--- config.mk ---
export PLATFORM = sky130hd
export DESIGN_NAME = mem_arbiter
export DESIGN_NICKNAME = d
export VERILOG_FILES = /design/src/rtl/mem_arbiter_pkg.sv /design/src/rtl/mem_arbiter.sv
export SDC_FILE = /design/constraint.sdc
export NUM_CORES = 1
export LEC_CHECK = 0
export ABC_AREA = 1
export CAP_MARGIN = 20
export CORE_MARGIN = 3
export CORE_UTILIZATION = 50
export CTS_CLUSTER_SIZE = 30
export DETAILED_ROUTE_END_ITERATION = 6
export GPL_ROUTABILITY_DRIVEN = 0
export GPL_TIMING_DRIVEN = 1
export PLACE_DENSITY = 0.85
export SLEW_MARGIN = 10
export SYNTH_ARGS = -nofsm -noshare
export SYNTH_HDL_FRONTEND = slang
export SYNTH_SLANG_ARGS = --single-unit
--- constraint.sdc ---
create_clock -name clk_in -period 3.1 [get_ports clk_in]
set_input_delay 0.31 -clock clk_in [delete_from_list [all_inputs] [get_ports clk_in]]
set_output_delay 0.31 -clock clk_in [all_outputs]
set_load 0.05 [all_outputs]
--- src/rtl/mem_arbiter_pkg.sv ---
// Shared constants and types for the byte-wide external memory arbiter.
package mem_arbiter_pkg;

    localparam logic [1:0] SZ_B = 2'b00;
    localparam logic [1:0] SZ_H = 2'b01;
    localparam logic [1:0] SZ_W = 2'b10;

    localparam logic [1:0] IO_BASE_HI = 2'b11;

    typedef enum logic [1:0] {
        StIdle,
        StRead,
        StWrite
    } state_e;

    typedef enum logic {
        GntIc,
        GntLs
    } grant_e;

    // Undefined size code 2'b11 is treated as a word.
    function automatic logic [2:0] size_bytes(input logic [1:0] size);
        case (size)
            SZ_B:    return 3'd1;
            SZ_H:    return 3'd2;
            default: return 3'd4;
        endcase
    endfunction

endpackage

--- src/rtl/mem_arbiter.sv ---
// Arbitrates icache fetches and LSB accesses onto the byte-wide memory bus,
// serialising multi-byte transfers and assembling read data little-endian.
module mem_arbiter #(
    parameter logic [1:0] IO_BASE_HI = mem_arbiter_pkg::IO_BASE_HI
) (
    input  logic        clk_in,
    input  logic        rst_in,
    input  logic        rdy_in,
    input  logic [7:0]  mem_din,
    output logic [7:0]  mem_dout,
    output logic [31:0] mem_a,
    output logic        mem_wr,
    input  logic        io_buffer_full,
    input  logic        flush,
    input  logic        ic_req,
    input  logic [31:0] ic_addr,
    output logic        ic_done,
    output logic [31:0] ic_data,
    input  logic        ls_req,
    input  logic        ls_we,
    input  logic [31:0] ls_addr,
    input  logic [1:0]  ls_size,
    input  logic [31:0] ls_wdata,
    output logic        ls_done,
    output logic [31:0] ls_rdata
);
    import mem_arbiter_pkg::*;

    state_e      state_q, state_d;
    grant_e      owner_q, owner_d;
    grant_e      last_grant_q, last_grant_d;
    logic [2:0]  cnt_q, cnt_d;
    logic [2:0]  nbytes_q, nbytes_d;
    logic [23:0] wdata_q, wdata_d;
    logic [31:0] rbuf_q, rbuf_d;
    logic [31:0] mem_a_q, mem_a_d;
    logic [7:0]  mem_dout_q, mem_dout_d;
    logic        mem_wr_q, mem_wr_d;
    logic        ic_done_q, ic_done_d;
    logic        ls_done_q, ls_done_d;
    logic [31:0] ic_data_q, ic_data_d;
    logic [31:0] ls_rdata_q, ls_rdata_d;

    logic        ic_elig, ls_elig, grant_ic, grant_ls;
    logic        abort, last_byte, read_end;
    logic [31:0] rd_word;

    // A requester whose done is high this cycle is dropping its request.
    assign ic_elig  = ic_req && !ic_done_q && !flush;
    assign ls_elig  = ls_req && !ls_done_q
                      && !(ls_we && (ls_addr[17:16] == IO_BASE_HI) && io_buffer_full);
    assign grant_ic = ic_elig && (!ls_elig || (last_grant_q == GntLs));
    assign grant_ls = ls_elig && !grant_ic;

    assign abort     = (state_q == StRead) && (owner_q == GntIc) && flush;
    assign last_byte = (cnt_q == (nbytes_q - 3'd1));
    assign read_end  = (cnt_q == nbytes_q);

    // In read cycle k (k >= 1) mem_din carries byte lane k-1.
    assign rd_word = rbuf_q | ({24'd0, mem_din} << {cnt_q - 3'd1, 3'b000});

    always_ff @(posedge clk_in) begin
        if (rst_in) begin
            state_q      <= StIdle;
            owner_q      <= GntIc;
            last_grant_q <= GntIc;
            cnt_q        <= 3'd0;
            nbytes_q     <= 3'd0;
            wdata_q      <= 24'd0;
            rbuf_q       <= 32'd0;
            mem_a_q      <= 32'd0;
            mem_dout_q   <= 8'd0;
            mem_wr_q     <= 1'b0;
            ic_done_q    <= 1'b0;
            ls_done_q    <= 1'b0;
            ic_data_q    <= 32'd0;
            ls_rdata_q   <= 32'd0;
        end else if (rdy_in) begin
            state_q      <= state_d;
            owner_q      <= owner_d;
            last_grant_q <= last_grant_d;
            cnt_q        <= cnt_d;
            nbytes_q     <= nbytes_d;
            wdata_q      <= wdata_d;
            rbuf_q       <= rbuf_d;
            mem_a_q      <= mem_a_d;
            mem_dout_q   <= mem_dout_d;
            mem_wr_q     <= mem_wr_d;
            ic_done_q    <= ic_done_d;
            ls_done_q    <= ls_done_d;
            ic_data_q    <= ic_data_d;
            ls_rdata_q   <= ls_rdata_d;
        end
    end

    always_comb begin
        state_d = state_q;
        unique case (state_q)
            StIdle: begin
                if (grant_ic) begin
                    state_d = StRead;
                end else if (grant_ls) begin
                    state_d = ls_we ? StWrite : StRead;
                end
            end
            StRead: begin
                if (abort || read_end) begin
                    state_d = StIdle;
                end
            end
            StWrite: begin
                if (last_byte) begin
                    state_d = StIdle;
                end
            end
            default: state_d = StIdle;
        endcase
    end

    always_comb begin
        owner_d      = owner_q;
        last_grant_d = last_grant_q;
        cnt_d        = cnt_q;
        nbytes_d     = nbytes_q;
        wdata_d      = wdata_q;
        rbuf_d       = rbuf_q;
        mem_a_d      = mem_a_q;
        mem_dout_d   = mem_dout_q;
        mem_wr_d     = mem_wr_q;
        ic_done_d    = 1'b0;
        ls_done_d    = 1'b0;
        ic_data_d    = ic_data_q;
        ls_rdata_d   = ls_rdata_q;
        unique case (state_q)
            StIdle: begin
                if (grant_ic || grant_ls) begin
                    owner_d      = grant_ic ? GntIc : GntLs;
                    last_grant_d = grant_ic ? GntIc : GntLs;
                    cnt_d        = 3'd0;
                    rbuf_d       = 32'd0;
                    nbytes_d     = grant_ic ? 3'd4 : size_bytes(ls_size);
                    mem_a_d      = grant_ic ? ic_addr : ls_addr;
                    if (grant_ls && ls_we) begin
                        mem_wr_d   = 1'b1;
                        mem_dout_d = ls_wdata[7:0];
                        wdata_d    = ls_wdata[31:8];
                    end
                end
            end
            StRead: begin
                if (abort) begin
                    mem_a_d = 32'd0;
                end else begin
                    cnt_d = cnt_q + 3'd1;
                    if (cnt_q != 3'd0) begin
                        rbuf_d = rd_word;
                    end
                    // Stop driving the address once the last byte has been issued.
                    mem_a_d = ((cnt_q + 3'd1) < nbytes_q) ? mem_a_q + 32'd1 : 32'd0;
                    if (read_end) begin
                        if (owner_q == GntIc) begin
                            ic_done_d = 1'b1;
                            ic_data_d = rd_word;
                        end else begin
                            ls_done_d  = 1'b1;
                            ls_rdata_d = rd_word;
                        end
                    end
                end
            end
            StWrite: begin
                if (last_byte) begin
                    mem_wr_d   = 1'b0;
                    mem_a_d    = 32'd0;
                    mem_dout_d = 8'd0;
                    ls_done_d  = 1'b1;
                end else begin
                    cnt_d      = cnt_q + 3'd1;
                    mem_a_d    = mem_a_q + 32'd1;
                    mem_dout_d = wdata_q[7:0];
                    wdata_d    = {8'd0, wdata_q[23:8]};
                end
            end
            default: ;
        endcase
    end

    assign mem_a    = mem_a_q;
    assign mem_dout = mem_dout_q;
    assign mem_wr   = mem_wr_q;
    assign ic_done  = ic_done_q;
    assign ic_data  = ic_data_q;
    assign ls_done  = ls_done_q;
    assign ls_rdata = ls_rdata_q;

endmodule

==> results.sh <==
export IMPL_status="completed"
export IMPL_crit_path_max_fanout=20
export IMPL_clock_sinks=172
export IMPL_synth_area_leader_cell="dfxtp_1"
export IMPL_synthMostInstantiatedCell="nand2_1"
export IMPL_drive_gt1_frac=0.0521
export IMPL_cp_start_kind="flip-flop"
export IMPL_ctsResizeCount=0
export IMPL_rsz0062_at_grt="false"
export IMPL_drtAntennaViolNets=0
export IMPL_netlist_instances=1362
export IMPL_clock_skew_ns=0.00846
export IMPL_synthArstFlopShare=0
export IMPL_rows=48
export IMPL_grt_max_degree=65
export IMPL_cp_end_kind="flip-flop"
export IMPL_grt_pass1_wl_um=44700
export IMPL_clk_latency_ns=0.43
export IMPL_first_pass_iters=5
export IMPL_worst_slack_ns=0.470
export IMPL_crit_family="buffers and inverters"
export IMPL_core_area_um2=17400
export IMPL_cts_buffers=17
export IMPL_synth_commonest_cells="nand2_1, nor2_1, dfxtp_1"
export IMPL_clkTransAtPathRegs_ns=0.07
export IMPL_nets=1667
export IMPL_timing_max_cap_violations=0
export IMPL_fillers=1467
export IMPL_cts_htree_levels=4
export IMPL_cts_path_max_buffers=2
export IMPL_netlist_area_leader_share=0.387
export IMPL_cts_tree="yes"
export IMPL_antenna_found_initial=0
export IMPL_p_leak_uw=0.00483
export IMPL_hold_path_class="flip-flop to flip-flop"
export IMPL_dp_hpwl_um=19300
export IMPL_power_density_nw_per_um2=562
export IMPL_path_class="flip-flop to flip-flop"
export IMPL_die_h_um=139
export IMPL_hold_viol=0
export IMPL_slowest_stage="ha_1"
export IMPL_drc=0
export IMPL_syn2layout_area_growth_pct=32.3
export IMPL_worstMarginPinSlew_ns=0.690
export IMPL_synth_cell_types=35
export IMPL_max_stage_delay_ns=0.43
export IMPL_critPathBufInv=3
export IMPL_vias=9449
export IMPL_ys_seq_area_frac=0.387
export IMPL_synth_area_leaders="dfxtp_1, nand2_1, nor2_1"
export IMPL_slew_headroom=0.540
export IMPL_place_ws_ns=0.505
export IMPL_synth_net_count=1488
export IMPL_grt_overflow=0
export IMPL_finalPower_uw=6620
export IMPL_ys_warn_count=0
export IMPL_synthFlopType="dfxtp_1"
export IMPL_fin_setup_tns_ns=0
export IMPL_crit_chain="clkinv_1, ha_1, ha_1, inv_1, nor2_1, o21ai_0, nand2_1, nand2_4, nand2_4, inv_2, nand3_2, a21oi_1"
export IMPL_setup_viol=0
export IMPL_antennaDiodeCount=0
export IMPL_fin_cells=1779
export IMPL_crit_required_ns=3.45
export IMPL_top_level_ports=221
export IMPL_syn_area_um2=8910
export IMPL_fmax_ghz=0.380
export IMPL_postRouteWirelength_um=27500
export IMPL_die_width_um=139
export IMPL_cts_root_buf="clkbuf_16"
export IMPL_max_vdd_ir_drop_uv=401
export IMPL_grt_pass1_vias=9134
export IMPL_syn_area_per_cell_um2=6.54
export IMPL_drv_slew=0
export IMPL_wl_per_cell_um=15.4
export IMPL_io_buffers=220
export IMPL_ys_seq_elements=172
export IMPL_grt_util_all_layers=0.277
export IMPL_die_area_um2=19500
export IMPL_viasPerCell=5.31
export IMPL_synth_edff_count=0
export IMPL_cts_setup_buffers=0
export IMPL_postCtsHoldBufs=0
export IMPL_worstPathArrival_ns=2.98
export IMPL_post_route_period_util=0.849
export IMPL_place_inst=1747
export IMPL_start_util=0.513
export IMPL_fin_crit_ns=2.63
export IMPL_drt_iter0_markers=833
[per-stage QoR]
stage	instance area, um2	hold WS (ns)	utilization
2_1_floorplan	8910	0.441	-
3_3_place_gp	11200	0.432	0.645
3_5_place_dp	11200	0.437	0.645
4_1_cts	11800	0.448	0.679
5_1_grt	11800	0.457	0.679
6_report	11800	0.445	0.679
[routing by layer]
metal,track usage,share of wire,vias up
met4,0.115,0.032,0
met1,0.346,0.41,4277
li1,-,-,4708
met2,0.457,0.47,398
met3,0.0701,0.084,66
met5,0,0,-
[logic make-up after synthesis]
group / share of synthesized area
xor+xnor: 0.0157
mux: 0.00112
compound gates: 0.182
simple gates: 0.291
buf+inv: 0.107
fa+ha+maj: 0.0169
flops: 0.387
[worst min-delay path, delay by kind of cell, from the launching register on]
kind / cells / cell delay, ns
buf+inv: 1 / 0.04
compound gates: 1 / 0.05
flops: 1 / 0.31
[flip-flops by register name, summed over array words and instances, names as in the netlist, 3 cells and up]
signal	flops
rbuf_q	32
wdata_q	24
cnt_q	3
nbytes_q	3
mem_dout	8
ls_rdata	32
ic_data	32
mem_a	32
[path summary, 6_finish.rpt]
check,from,to,slack (ns),cells after the start
worst max-delay path,cnt_q[0],mem_a[6],0.47,12
worst min-delay path,ls_rdata[20],ls_rdata[20],0.44,2
worst max register to register,cnt_q[0],mem_a[6],0.47,12
worst min register to register,ls_rdata[20],ls_rdata[20],0.44,2
[cell type report]
| cell class | count | area (um2) | area share |
|---|---|---|---|
| inverters | 157 | 589 | 0.0500 |
| repair buffers | 237 | 2350 | 0.199 |
| well taps | 225 | 282 | 0.0239 |
| flip-flops and latches | 172 | 3440 | 0.292 |
| multi-input cells | 956 | 4520 | 0.384 |
| clock buffers | 19 | 443 | 0.0376 |
| clock inverters | 13 | 158 | 0.0134 |
[cells in the final DEF, fill, tap and decap left out, types with 4 or more instances in the layout]
| cell type | Yosys | final |
|---|---|---|
| nor2_1 | 204 | 204 |
| ha_1 | 12 | 12 |
| xor2_1 | 12 | 11 |
| nand4_1 | 21 | 21 |
| nand3_1 | 30 | 30 |
| clkbuf_16 | 0 | 17 |
| clkdlybuf4s50_1 | 0 | 219 |
| o21ai_0 | 144 | 144 |
| inv_1 | 150 | 149 |
| nand2_1 | 328 | 328 |
| inv_2 | 6 | 7 |
| nor2_2 | 5 | 4 |
| nand3b_1 | 5 | 5 |
| o31ai_1 | 32 | 32 |
| a21oi_1 | 119 | 119 |
| nor3_1 | 9 | 9 |
| xnor2_1 | 4 | 4 |
| dfxtp_1 | 172 | 172 |
| or2_2 | 5 | 5 |
| nand3_2 | 8 | 8 |
| buf_4 | 5 | 15 |
[where the power goes]
| part | total [uW] | switching (uW) | leakage [uW] | internal (uW) |
|---|---|---|---|---|
| logic | 1930 | 1290 | 0.00315 | 639 |
| clock network | 2180 | 947 | 0.000285 | 1230 |
| registers | 2520 | 147 | 0.00140 | 2370 |
Note: power is estimated with default switching activity, not from simulation.
